$ cat src/rtl/mm_pkg.sv
// Shared definitions for the matrix-multiply control unit: FSM state
// encoding, default matrix dimension and width helpers.
package mm_pkg;

   typedef enum logic [1:0] {
      IDLE  = 2'd0,
      RUN   = 2'd1,
      DRAIN = 2'd2,
      DONE  = 2'd3
   } mm_state_e;

   localparam int MM_DEFAULT_N = 4;

   // Width of a row-major address into an n x n matrix.
   function automatic int mm_addr_width(input int n);
      return (n * n <= 2) ? 1 : $clog2(n * n);
   endfunction

   // Width of one loop index counting 0..n-1.
   function automatic int mm_cnt_width(input int n);
      return (n <= 2) ? 1 : $clog2(n);
   endfunction

endpackage

$ cat src/rtl/mm_index_counter.sv
// Nested i/j/k loop counter for the matrix multiply: k is the innermost
// index, then j, then i. Advances one step per enabled cycle and wraps to
// all-zero after the last element.
module mm_index_counter
   import mm_pkg::*;
#(
   parameter int N  = MM_DEFAULT_N,
   parameter int CW = mm_cnt_width(N)
) (
   input  logic          clk,
   input  logic          reset,
   input  logic          clear_i,
   input  logic          advance_i,
   output logic [CW-1:0] i_o,
   output logic [CW-1:0] j_o,
   output logic [CW-1:0] k_o,
   output logic          last_k_o,
   output logic          last_elem_o
);

   localparam logic [CW-1:0] IDX_MAX = CW'(N - 1);

   logic [CW-1:0] i_q, i_d;
   logic [CW-1:0] j_q, j_d;
   logic [CW-1:0] k_q, k_d;
   logic          last_k;
   logic          last_j;
   logic          last_i;

   assign last_k = (k_q == IDX_MAX);
   assign last_j = (j_q == IDX_MAX);
   assign last_i = (i_q == IDX_MAX);

   // Next-index logic: k rolls into j, j rolls into i.
   always_comb begin
      i_d = i_q;
      j_d = j_q;
      k_d = k_q;
      if (clear_i) begin
         i_d = '0;
         j_d = '0;
         k_d = '0;
      end else if (advance_i) begin
         if (last_k) begin
            k_d = '0;
            if (last_j) begin
               j_d = '0;
               i_d = last_i ? '0 : i_q + CW'(1);
            end else begin
               j_d = j_q + CW'(1);
            end
         end else begin
            k_d = k_q + CW'(1);
         end
      end
   end

   // Index registers.
   always_ff @(posedge clk) begin
      if (reset) begin
         i_q <= '0;
         j_q <= '0;
         k_q <= '0;
      end else begin
         i_q <= i_d;
         j_q <= j_d;
         k_q <= k_d;
      end
   end

   assign i_o         = i_q;
   assign j_o         = j_q;
   assign k_o         = k_q;
   assign last_k_o    = last_k;
   assign last_elem_o = last_k & last_j & last_i;

endmodule

$ cat src/rtl/matmul_control_unit.sv
// Control unit for an N x N matrix multiply C = A x B. Issues one A/B read
// per cycle in i/j/k order and drives the accumulate datapath through a
// two-stage enable/address pipeline (memory-data stage, write stage).
module matmul_control_unit
   import mm_pkg::*;
#(
   parameter int N          = MM_DEFAULT_N,
   parameter int ADDR_WIDTH = mm_addr_width(N)
) (
   input  logic                  clk,
   input  logic                  reset,
   input  logic                  start,
   input  logic                  resultIsInvalid,
   output logic                  readEn_A,
   output logic                  readEn_B,
   output logic [ADDR_WIDTH-1:0] addr_A,
   output logic [ADDR_WIDTH-1:0] addr_B,
   output logic                  writeEn_C,
   output logic [ADDR_WIDTH-1:0] addr_C,
   output logic                  en_Mux,
   output logic                  en_PPReg,
   output logic                  en_FDReg,
   output logic                  busy,
   output logic                  done,
   output logic                  error
);

   localparam int CW = mm_cnt_width(N);

   mm_state_e state_q, state_d;
   logic      drain_q, drain_d;
   logic      error_q, error_d;
   logic      start_accept;

   logic [CW-1:0] idx_i, idx_j, idx_k;
   logic          last_k, last_elem;

   logic                  run_p0;
   logic [ADDR_WIDTH-1:0] addr_a_p0, addr_b_p0, addr_c_p0;

   logic                  vld_p1_q, vld_p1_d;
   logic                  mux_p1_q, mux_p1_d;
   logic                  fd_p1_q,  fd_p1_d;
   logic [ADDR_WIDTH-1:0] addrc_p1_q, addrc_p1_d;

   logic                  vld_p2_q, vld_p2_d;
   logic [ADDR_WIDTH-1:0] addrc_p2_q, addrc_p2_d;

   mm_index_counter #(
      .N  (N),
      .CW (CW)
   ) u_index (
      .clk         (clk),
      .reset       (reset),
      .clear_i     (start_accept),
      .advance_i   (run_p0),
      .i_o         (idx_i),
      .j_o         (idx_j),
      .k_o         (idx_k),
      .last_k_o    (last_k),
      .last_elem_o (last_elem)
   );

   // ---- p0: read stage, one (i,j,k) read per RUN cycle ----
   assign run_p0    = (state_q == RUN);
   assign addr_a_p0 = run_p0 ? ADDR_WIDTH'(int'(idx_i) * N + int'(idx_k)) : '0;
   assign addr_b_p0 = run_p0 ? ADDR_WIDTH'(int'(idx_k) * N + int'(idx_j)) : '0;
   assign addr_c_p0 = ADDR_WIDTH'(int'(idx_i) * N + int'(idx_j));

   // Sequencing FSM and sticky overflow flag.
   always_comb begin
      state_d      = state_q;
      drain_d      = drain_q;
      error_d      = error_q;
      start_accept = 1'b0;
      case (state_q)
         IDLE: begin
            if (start) begin
               start_accept = 1'b1;
               state_d      = RUN;
            end
         end
         RUN: begin
            if (last_elem) begin
               state_d = DRAIN;
               drain_d = 1'b0;
            end
         end
         DRAIN: begin
            // Two cycles let the last element reach the write stage.
            if (drain_q) begin
               state_d = DONE;
               drain_d = 1'b0;
            end else begin
               drain_d = 1'b1;
            end
         end
         DONE: begin
            state_d = IDLE;
         end
         default: begin
            state_d = IDLE;
         end
      endcase

      if (start_accept) begin
         error_d = 1'b0;
      end else if (vld_p2_q && resultIsInvalid) begin
         error_d = 1'b1;
      end
   end

   // Next values for the enable/address pipeline.
   always_comb begin
      // ---- p1: memory data valid, accumulate controls ----
      vld_p1_d   = run_p0;
      mux_p1_d   = run_p0 && (idx_k != '0);
      fd_p1_d    = run_p0 && last_k;
      addrc_p1_d = (run_p0 && last_k) ? addr_c_p0 : '0;
      // ---- p2: final data ready, write strobe ----
      vld_p2_d   = fd_p1_q;
      addrc_p2_d = fd_p1_q ? addrc_p1_q : '0;
   end

   // Control state and pipeline registers; reset clears everything so an
   // aborted operation leaves no pending write or done.
   always_ff @(posedge clk) begin
      if (reset) begin
         state_q    <= IDLE;
         drain_q    <= 1'b0;
         error_q    <= 1'b0;
         vld_p1_q   <= 1'b0;
         mux_p1_q   <= 1'b0;
         fd_p1_q    <= 1'b0;
         addrc_p1_q <= '0;
         vld_p2_q   <= 1'b0;
         addrc_p2_q <= '0;
      end else begin
         state_q    <= state_d;
         drain_q    <= drain_d;
         error_q    <= error_d;
         vld_p1_q   <= vld_p1_d;
         mux_p1_q   <= mux_p1_d;
         fd_p1_q    <= fd_p1_d;
         addrc_p1_q <= addrc_p1_d;
         vld_p2_q   <= vld_p2_d;
         addrc_p2_q <= addrc_p2_d;
      end
   end

   assign readEn_A  = run_p0;
   assign readEn_B  = run_p0;
   assign addr_A    = addr_a_p0;
   assign addr_B    = addr_b_p0;
   assign en_PPReg  = vld_p1_q;
   assign en_Mux    = mux_p1_q;
   assign en_FDReg  = fd_p1_q;
   assign writeEn_C = vld_p2_q;
   assign addr_C    = addrc_p2_q;
   assign busy      = (state_q == RUN) || (state_q == DRAIN);
   assign done      = (state_q == DONE);
   assign error     = error_q;

endmodule

$ cat config.mk
export PLATFORM = sky130hd
export DESIGN_NAME = matmul_control_unit
export DESIGN_NICKNAME = d
export VERILOG_FILES = /design/src/rtl/mm_pkg.sv /design/src/rtl/mm_index_counter.sv /design/src/rtl/matmul_control_unit.sv
export SDC_FILE = /design/constraint.sdc
export NUM_CORES = 1
export LEC_CHECK = 0
export ABC_AREA = 1
export BUFFER_PORTS_ARGS = -buffer_cell sky130_fd_sc_hd__buf_2
export CORE_UTILIZATION = 50
export CTS_CLUSTER_DIAMETER = 40
export CTS_CLUSTER_SIZE = 14
export DETAILED_ROUTE_END_ITERATION = 7
export GPL_TIMING_DRIVEN = 0
export PLACE_DENSITY = 0.77
export SETUP_SLACK_MARGIN = 0.15
export SYNTH_ARGS = -nofsm -noshare
export SYNTH_HDL_FRONTEND = slang
export SYNTH_HIERARCHICAL = 1
export SYNTH_SLANG_ARGS = --single-unit
$ cat constraint.sdc
create_clock -name clk -period 1.5 [get_ports clk]
set_input_delay 0.15 -clock clk [delete_from_list [all_inputs] [get_ports clk]]
set_output_delay 0.15 -clock clk [all_outputs]
set_load 0.005 [all_outputs]
==> impl_metrics.yaml, run 1 <==
hold_path:
  hold_class: "in2reg"
  hold_start: "reset"
  hold_end: "drain_q$_SDFFE_PP0P_"
  whs_path_depth: 2
final_layout:
  num_antenna_cells: 0
  multi_input_area_um2: 475
  regArea_um2: 455
  finalNetCount: 174
  fill_cells: 133
  final_cells: 186
  area_growth_pct: 34.4
  drive_gt1_frac: 0.435
  final_area_um2: 1350
worst_setup_path:
  crit_path_max_incr_delay_ns: 0.36
  worstReg2RegStart: "state_q[1]$_SDFFE_PP0P_"
  critPathBufInv: 5
  cpLargestDelayFamily: "buffers and inverters"
  crit_fanout: 7
  required_ns: 1.35
  critPathLaunchType: "flop"
  timing.rr.end: "u_index/k_o[1]$_SDFFE_PP0P_"
  path_cells: "inv_2 -> ha_4 -> buf_8 -> nand2_2 -> inv_2 -> buf_6 -> buf_6"
  arrival_ns: 1.30
  cpMaxStageDelayCell: "dfxtp_2"
  reg2reg_slack_ns: 0.14
  path_class: "reg2out"
  crit_path_end_kind: "primary output"
  reg2reg_depth: 8
timing:
  fin_skew_ns: 0.00317
  rsz0062_at_grt: "true"
  period_share: 0.968
  maxSlewViolCount: 0
  max_slew_margin: 0.856
  finalHoldViolations: 0
  timing.final.crit_period_ns: 1.45
  worst_hold_slack_ns: 0.0951
  tightest_slew_ns: 0.213
  setup_violations: 0
  fmax_mhz: 689
route:
  firstDrtPassIters: 6
  final_antenna_net_count: 0
  drc_errors: 0
  vias: 866
  routedWlPerCell_um: 11.0
  routed_wl_um: 2040
  avgViaCountPerCell: 4.66
  drt_iter0_drc: 11
global_routing:
  grt_max_degree: 14
  overflow: 0
  antenna_found_initial: 0
  grt_usage: 0.202
  grt_pass1_wl_um: 2990
  grt_pass1_vias: 733
logic_synthesis:
  synthCells: 127
  synth.top_cell.area_share: 0.439
  synth-seq-cells: 22
  synth.most_common_cell: "inv_1"
  yosysUniqueCellTypes: 22
  avgSynthCellArea_um2: 7.90
  syn_nets: 139
  ys_top_cells_by_count: "inv_1 (25), dfxtp_1 (22), nand2_1 (22)"
  ys.warnings.count: 6
  yosysTopAreaCell: "dfxtp_1"
  ys_async_sr_fraction: 0
  synth_enable_flop_cells: 0
  synthesis.area_um2: 1000
  ys_seq_area_frac: 0.439
  synth-main-ff-cell: "dfxtp_1"
  ys_top_cells_by_area: "dfxtp_1 (44%), ha_1 (10%), inv_1 (9.4%)"
floorplanning:
  num_io_pins: 25
  num_rows: 15
  die_area_um2: 2190
  initial_core_util: 0.557
  die-height_um: 46.8
  dieWidth_um: 46.8
  core_um2: 1800
placed_design:
  dp_hpwl_um: 1270
  gp_congestion: 0.799
  dp.cells: 176
  placed_area_um2: 1150
  port_buffers: 24
flow_run:
  max_cap_violations: 0
cts:
  cts_tree: "yes"
  cts_buffer_depth: 2
  cts.sinks: 22
  hold_buffers: 0
  htreeDepth: 1
  clk_pin_slew_ns: 0.11
  cts_root_buf: "clkbuf_4"
  clk_latency_ns: 0.31
  cts_buffers: 3
power:
  peakVddDrop_mv: 1.65
  powerDensity_nw_per_um2: 1420
  cellLeakagePower_nw: 0.706
outcome:
  outcome: "finished clean"
==> worst reg2reg max path: cells and delay by family, from the launching register on <==
| kind | cells | cell delay, ns |
|---|---|---|
| adder cells (fa/ha/maj) | 1 | 0.15 |
| buffers and inverters | 3 | 0.26 |
| AND/OR/NAND/NOR | 3 | 0.40 |
| AO/OA/AOI/OAI | 1 | 0.13 |
| flip-flops | 1 | 0.36 |
==> area by class of cell <==
cell class                 count  area share
multi-input combinational     72       0.353
sequential                    22       0.338
timing repair buffer          30       0.132
inverter                      29      0.0826
buffer                         4      0.0334
tap                           25      0.0232
clock inverter                 1      0.0223
clock buffer                   3      0.0167
==> report_power, final <==
part           leakage [nW]  switching, mW  internal [mW]
Sequential            0.182         0.0602          0.656
Combinational         0.496          0.400          0.359
Clock                0.0279          0.174          0.271
Total                 0.706          0.634           1.29
==> worst max path at each step <==
stage	from	endpoint	slack, ns	cells after the start
2_1_floorplan	state_q[1]$_SDFFE_PP0P_	addr_B[2]	0.17	6
3_3_place_gp	state_q[1]$_SDFFE_PP0P_	addr_B[3]	0.01	7
3_5_place_dp	state_q[1]$_SDFFE_PP0P_	addr_B[3]	-0.02	7
4_1_cts	state_q[1]$_SDFFE_PP0P_	addr_B[3]	0.06	7
5_1_grt	state_q[1]$_SDFFE_PP0P_	addr_B[3]	0.0005	7
6_report	state_q[1]$_SDFFE_PP0P_	addr_B[3]	0.05	7
==> metrics by stage <==
stage                     total power [mW]  worst slack (ns)  utilization  setup TNS [ns]
after global routing                  2.04          0.000477        0.749               0
after floorplan                       1.09             0.171            -               0
final                                 1.92            0.0479        0.749               0
after detailed placement              1.23           -0.0191        0.641         -0.0371
after global placement                1.21            0.0146        0.641               0
after CTS                             1.84            0.0571        0.726               0
==> repair_timing <==
item                       CTS  global route
pin swaps                    2             2
setup endpoints to repair   21            13
resized for setup           19            10
setup buffers                4             2
==> cells in the final DEF (no fill, tap or decap), types with 4 or more instances in the layout <==
cell	Yosys	layout
buf_2	0	22
a21oi_1	5	5
buf_4	3	7
dfxtp_1	22	14
nand2_1	22	19
nor2_2	4	4
dfxtp_2	0	6
ha_1	8	5
inv_1	25	22
inv_2	2	6
buf_6	1	4
nor2_1	18	18
==> flip-flops by register name, summed over array words and instances, names as in the netlist <==
register and count:
u_index/i_o 2, en_PPReg 1, addr_C 4, en_Mux 1, u_index/j_o 2, u_index/k_o 2
writeEn_C 1, en_FDReg 1, error 1, addrc_p1_q 4, drain_q 1, state_q 2
==> cells by family after synthesis <==
| group | share of synthesized area |
|---|---|
| buf+inv | 0.145 |
| compound gates | 0.0474 |
| xor+xnor | 0.00873 |
| simple gates | 0.261 |
| fa+ha+maj | 0.0998 |
| flops | 0.439 |
==> layer usage <==
layer	vias up	share of wire	track usage
met5	-	0	0
met4	0	0.012	0.0686
met3	4	0.049	0.0808
met2	25	0.55	0.381
met1	395	0.39	0.200
li1	442	-	-
No activity file was read; power rests on OpenSTA's default activity.
==> inputs of run 2 (changes only) <==
--- a/config.mk
+++ b/config.mk
@@ -7,13 +7,14 @@
 export LEC_CHECK = 0
 export ABC_AREA = 1
 export BUFFER_PORTS_ARGS = -buffer_cell sky130_fd_sc_hd__buf_2
-export CORE_UTILIZATION = 50
+export CORE_UTILIZATION = 40
 export CTS_CLUSTER_DIAMETER = 40
 export CTS_CLUSTER_SIZE = 14
 export DETAILED_ROUTE_END_ITERATION = 7
 export GPL_TIMING_DRIVEN = 0
-export PLACE_DENSITY = 0.77
+export PLACE_DENSITY = 0.64
 export SETUP_SLACK_MARGIN = 0.15
+export SLEW_MARGIN = 20
 export SYNTH_ARGS = -nofsm -noshare
 export SYNTH_HDL_FRONTEND = slang
 export SYNTH_HIERARCHICAL = 1
==> run 2 against run 1 <==
Compared with the run above: combinational power down 8.3%; largest power group is now sequential cells; critical endpoint unchanged; die area up 24%; highest routed layer unchanged; sequential cell count unchanged; non-clock buffer count shrank 1.
==> impl_metrics.yaml, run 2 (synthesis gave the netlist of run 1 again) <==
final_layout:
  drive_gt1_frac: 0.425
  regArea_um2: 452
  final_cells: 188
  area_growth_pct: 33.2
  fill_cells: 221
  mostFrequentLayoutCells: "inv_1 (22), buf_2 (22), nand2_1 (19)"
  num_antenna_cells: 0
  finalNetCount: 173
  multi_input_area_um2: 470
worst_setup_path:
  path_class: "reg2out"
  arrival_ns: 1.34
  crit_path_end_kind: "primary output"
  crit_fanout: 7
  path_cells: "inv_2 -> ha_4 -> buf_8 -> nand2_2 -> inv_2 -> buf_6 -> buf_6"
  reg2reg_slack_ns: 0.22
  cpMaxStageDelayCell: "dfxtp_2"
  critPathLaunchType: "flop"
  crit_path_max_incr_delay_ns: 0.38
  cpLargestDelayFamily: "buffers and inverters"
  required_ns: 1.35
  critPathBufInv: 5
cts:
  clk_pin_slew_ns: 0.13
  cts_buffer_depth: 2
  cts_buffers: 3
  cts_root_buf: "clkbuf_4"
  htreeDepth: 1
  cts_tree: "yes"
  cts.sinks: 22
  clk_latency_ns: 0.32
placed_design:
  gp_congestion: 0.734
  dp_hpwl_um: 1230
  dp.cells: 179
  port_buffers: 24
floorplanning:
  num_rows: 17
  num_io_pins: 25
  dieWidth_um: 52.1
  die_area_um2: 2710
  core_um2: 2300
  die-height_um: 52.1
  initial_core_util: 0.437
power:
  cellLeakagePower_nw: 0.687
  fin_total_pwr_mw: 1.87
  powerDensity_nw_per_um2: 1400
  peakVddDrop_mv: 1.13
route:
  final_antenna_net_count: 0
  avgViaCountPerCell: 4.44
  routedWlPerCell_um: 9.69
  firstDrtPassIters: 4
  drc_errors: 0
  vias: 834
  routed_wl_um: 1820
  drt_iter0_drc: 5
timing:
  period_share: 0.994
  rsz0062_at_grt: "true"
  finalHoldViolations: 0
  fmax_mhz: 671
  setup_violations: 0
  timing.final.crit_period_ns: 1.49
  maxSlewViolCount: 0
  worst_hold_slack_ns: 0.102
  fin_skew_ns: 0.00687
  tightest_slew_ns: 0.203
  max_slew_margin: 0.864
global_routing:
  overflow: 0
  grt_pass1_vias: 693
  grt_max_degree: 14
  grt_usage: 0.144
  grt_pass1_wl_um: 2810
  antenna_found_initial: 0
flow_run:
  max_cap_violations: 0
hold_path:
  hold_class: "in2reg"
outcome:
  outcome: "finished clean"
run 2: cell count changes in the layout (fill, tap and decap cells not counted), sizes merged:
cell and change:
buf -1
run 2: worst paths after layout:
path	start	cells past startpoint	end
hold reg to reg	addrc_p1_q[2]$_SDFF_PP0_	2	addr_C[2]$_SDFF_PP0_
setup reg to reg	state_q[1]$_SDFFE_PP0P_	9	state_q[1]$_SDFFE_PP0P_
hold / removal	reset	2	drain_q$_SDFFE_PP0P_
setup / recovery	state_q[1]$_SDFFE_PP0P_	7	addr_B[3]
run 2: layout make-up:
| class | instances | area share |
|---|---|---|
| Timing Repair Buffer | 29 | 0.127 |
| Buffer | 4 | 0.0337 |
| Multi-Input combinational cell | 72 | 0.352 |
| Clock inverter | 1 | 0.0225 |
| Tap cell | 28 | 0.0262 |
| Sequential cell | 22 | 0.338 |
| Inverter | 29 | 0.0833 |
| Clock buffer | 3 | 0.0169 |
run 2: where the power goes:
part | leakage (nW) | total [mW] | switching (mW) | internal [mW]
sequential | 0.181 | 0.715 | 0.0613 | 0.654
combinational | 0.478 | 0.695 | 0.362 | 0.334
clock | 0.0279 | 0.461 | 0.191 | 0.270
run 2: what timing repair did:
action | CTS | global route
cloned | 0 | 0
hold buffers | 0 | 0
resized for setup | 16 | 11
setup endpoints to repair | 20 | 16
buffers inserted | 4 | 1
pin swaps | 1 | 6
run 2: through the flow:
step                      cell area [µm²]  utilization  worst slack (ns)  TNS [ns]
after floorplan                      1000            -             0.171         0
after global placement               1160        0.504           -0.0418   -0.0674
after detailed placement             1160        0.504           -0.0551   -0.0998
after CTS                            1300        0.566            0.0185         0
after global routing                 1340        0.582           -0.0433   -0.0926
final                                1340        0.582           0.00909         0
run 2: routing by layer:
layer / track usage / part of all wire / up-vias
li1: - / - / 437
met1: 0.161 / 0.44 / 370
met2: 0.239 / 0.50 / 25
met3: 0.0614 / 0.056 / 2
met4: 0.0541 / 0.0071 / 0
met5: 0 / 0 / -
==> inputs of run 3 (changes only) <==
--- a/config.mk
+++ b/config.mk
@@ -5,13 +5,13 @@
 export SDC_FILE = /design/constraint.sdc
 export NUM_CORES = 1
 export LEC_CHECK = 0
-export ABC_AREA = 1
 export BUFFER_PORTS_ARGS = -buffer_cell sky130_fd_sc_hd__buf_2
 export CORE_UTILIZATION = 40
 export CTS_CLUSTER_DIAMETER = 40
 export CTS_CLUSTER_SIZE = 14
 export DETAILED_ROUTE_END_ITERATION = 7
 export GPL_TIMING_DRIVEN = 0
+export HOLD_SLACK_MARGIN = 0.03
 export PLACE_DENSITY = 0.64
 export SETUP_SLACK_MARGIN = 0.15
 export SLEW_MARGIN = 20
==> constraint.sdc (replaced) <==
create_clock -name clk -period 1.5 [get_ports clk]
set_input_delay 0.075 -clock clk [delete_from_list [all_inputs] [get_ports clk]]
set_output_delay 0.075 -clock clk [all_outputs]
set_load 0.005 [all_outputs]
==> run 3 against run 2 <==
Compared with the run above: register-to-register slack lost 0.10 ns; clock power down 2%; area after synthesis decreased by 1.9%; final cell count is 15% lower; first-iteration DRC count is 100% lower; clock skew shrank 0.0043 ns; fmax increased by 8.0%.
==> impl_metrics.yaml, run 3 <==
outcome:
  outcome: "finished clean"
power:
  peakVddDrop_mv: 0.937
  cellLeakagePower_nw: 0.671
  comb_power_share: 0.467
  power.switching_mw: 0.640
  pwr-share-seq: 0.326
  clockPowerShare: 0.207
  powerDensity_nw_per_um2: 1520
  p_int_mw: 1.54
  sw_frac_of_total: 0.294
worst_setup_path:
  path_cells: "inv_4 -> ha_4 -> buf_6 -> buf_6 -> and3_4 -> mux2_4"
  required_ns: 1.71
  crit_path_end_kind: "flop"
  cpMaxStageDelayCell: "dfxtp_4"
  path_class: "reg2reg"
  crit_fanout: 6
  critPathBufInv: 3
  critPathLaunchType: "flop"
  crit_path_max_incr_delay_ns: 0.37
  critPathMostFrequentCell: "buf_6"
  cpLargestDelayFamily: "flip-flops"
  arrival_ns: 1.60
timing:
  fin_skew_ns: 0.00253
  setup_violations: 0
  worst_hold_slack_ns: 0.0827
  period_share: 0.920
  rsz0062_at_grt: "true"
  timing.final.crit_period_ns: 1.38
  maxSlewViolCount: 0
  fmax_mhz: 725
  tightest_slew_ns: 0.257
  finalHoldViolations: 0
  max_slew_margin: 0.827
  tns_ns: 0
final_layout:
  multi_input_area_um2: 576
  layout_commonest_cell: "buf_2"
  num_antenna_cells: 0
  regArea_um2: 454
  finalNetCount: 145
  drive_gt1_frac: 0.553
  area_growth_pct: 45.6
  final_cells: 160
  fill_cells: 181
  mostFrequentLayoutCells: "buf_2 (18), dfxtp_1 (17), buf_6 (11), buf_4 (11), and2_4 (6)"
floorplanning:
  die_area_um2: 2660
  initial_core_util: 0.433
  num_io_pins: 25
  core_um2: 2280
  die-height_um: 51.6
  dieWidth_um: 51.6
  num_rows: 17
hold_path:
  hold_class: "in2reg"
placed_design:
  gp_congestion: 0.749
  dp_hpwl_um: 1220
  dp.cells: 143
  port_buffers: 24
route:
  vias: 759
  avgViaCountPerCell: 4.74
  routedWlPerCell_um: 11.8
  routed_wl_um: 1890
  firstDrtPassIters: 1
  drc_errors: 0
  drt_iter0_drc: 0
  final_antenna_net_count: 0
logic_synthesis:
  ys.warnings.count: 6
  ys_top_cells_by_count: "dfxtp_1 (22), ha_1 (8), and2_1 (6), and2_2 (6), and3_1 (5)"
  synthCells: 91
  syn_nets: 103
  synth-seq-cells: 22
  synth-main-ff-cell: "dfxtp_1"
  yosysTopAreaCell: "dfxtp_1"
  ys_seq_area_frac: 0.447
  yosysUniqueCellTypes: 28
  synthesis.area_um2: 985
  synth.top_cell.area_share: 0.447
  avgSynthCellArea_um2: 10.8
  ys_async_sr_fraction: 0
  synth_enable_flop_cells: 0
  synth.most_common_cell: "dfxtp_1"
  ys_top_cells_by_area: "dfxtp_1 (45%), ha_1 (10%), and2_2 (4.6%)"
global_routing:
  overflow: 0
  grt_pass1_vias: 738
  grt_usage: 0.167
  grt_max_degree: 14
  antenna_found_initial: 0
  grt_pass1_wl_um: 3200
cts:
  cts_buffers: 3
  clk_pin_slew_ns: 0.12
  cts_tree: "yes"
  htreeDepth: 1
  clk_latency_ns: 0.31
  cts_buffer_depth: 2
  cts.sinks: 22
  cts_root_buf: "clkbuf_4"
flow_run:
  max_cap_violations: 0
[run 3: cell types whose count changed after synthesis, sizes merged, moves of 6 or more]
cell    previous run  this run
inv               28         2
nand2             25         0
nor2              24         3
and2               0        12
and3               0         7
nand2b             0         6
[run 3: layer usage]
metal / wire [µm] / GRT usage / share of wire
met5: 0 / 0 / 0
met4: 44 / 0.0721 / 0.023
met3: 73 / 0.0643 / 0.039
met2: 952 / 0.290 / 0.50
met1: 817 / 0.177 / 0.43
[run 3: power by group through the flow]
stage	logic (mW)	clock network [mW]	registers, mW
after global placement	0.599	0	0.707
after global routing	1.11	0.489	0.719
after detailed placement	0.613	0	0.709
final	1.02	0.451	0.711
after CTS	0.899	0.468	0.711
after floorplan	0.469	0	0.697
[run 3: cells by family (layout without fill, tap and decap cells)]
group	count (synthesis)	after routing	share of synthesized area
AOI/OAI and AO/OA	10	10	0.0737
adders and majority gates	8	8	0.102
and+or+nand+nor	40	40	0.286
buffers and inverters	6	47	0.0381
muxes	5	5	0.0534
DFF	22	22	0.447
[run 3: path summary, 6_finish.rpt]
path	startpoint	cells after the start	slack, ns	to
worst max-delay path	state_q[1]$_SDFFE_PP0P_	6	0.12	u_index/i_o[1]$_SDFFE_PP0P_
worst min-delay path	reset	2	0.08	drain_q$_SDFFE_PP0P_
worst max register to register	state_q[1]$_SDFFE_PP0P_	6	0.12	u_index/i_o[1]$_SDFFE_PP0P_
worst min register to register	addrc_p1_q[0]$_SDFF_PP0_	1	0.44	addr_C[0]$_SDFF_PP0_
[run 3: repair_timing]
item | 4_1_cts | 5_1_grt
pin swaps | 2 | 6
setup buffers | 10 | 2
hold buffers | 1 | 0
endpoints found under the setup margin | 18 | 16
resized for setup | 27 | 8
endpoints found under the hold margin | 1 | 0
[run 3: cell type report]
type	instances	share of cell area
plain buffers	4	0.0288
multi-input cells	63	0.401
repair buffers	37	0.185
well taps	28	0.0244
clock buffers	3	0.0157
inverters	2	0.00698
clock inverters	1	0.0209
flip-flops and latches	22	0.317
[run 3: through the flow]
| stage | area (µm²) | total power [mW] | utilization | setup slack [ns] |
|---|---|---|---|---|
| 2_1_floorplan | 1000 | 1.17 | - | 0.169 |
| 3_3_place_gp | 1160 | 1.31 | 0.510 | 0.0562 |
| 3_5_place_dp | 1160 | 1.32 | 0.510 | 0.0217 |
| 4_1_cts | 1390 | 2.08 | 0.610 | 0.107 |
| 5_1_grt | 1430 | 2.32 | 0.630 | 0.0594 |
| 6_report | 1430 | 2.18 | 0.630 | 0.120 |
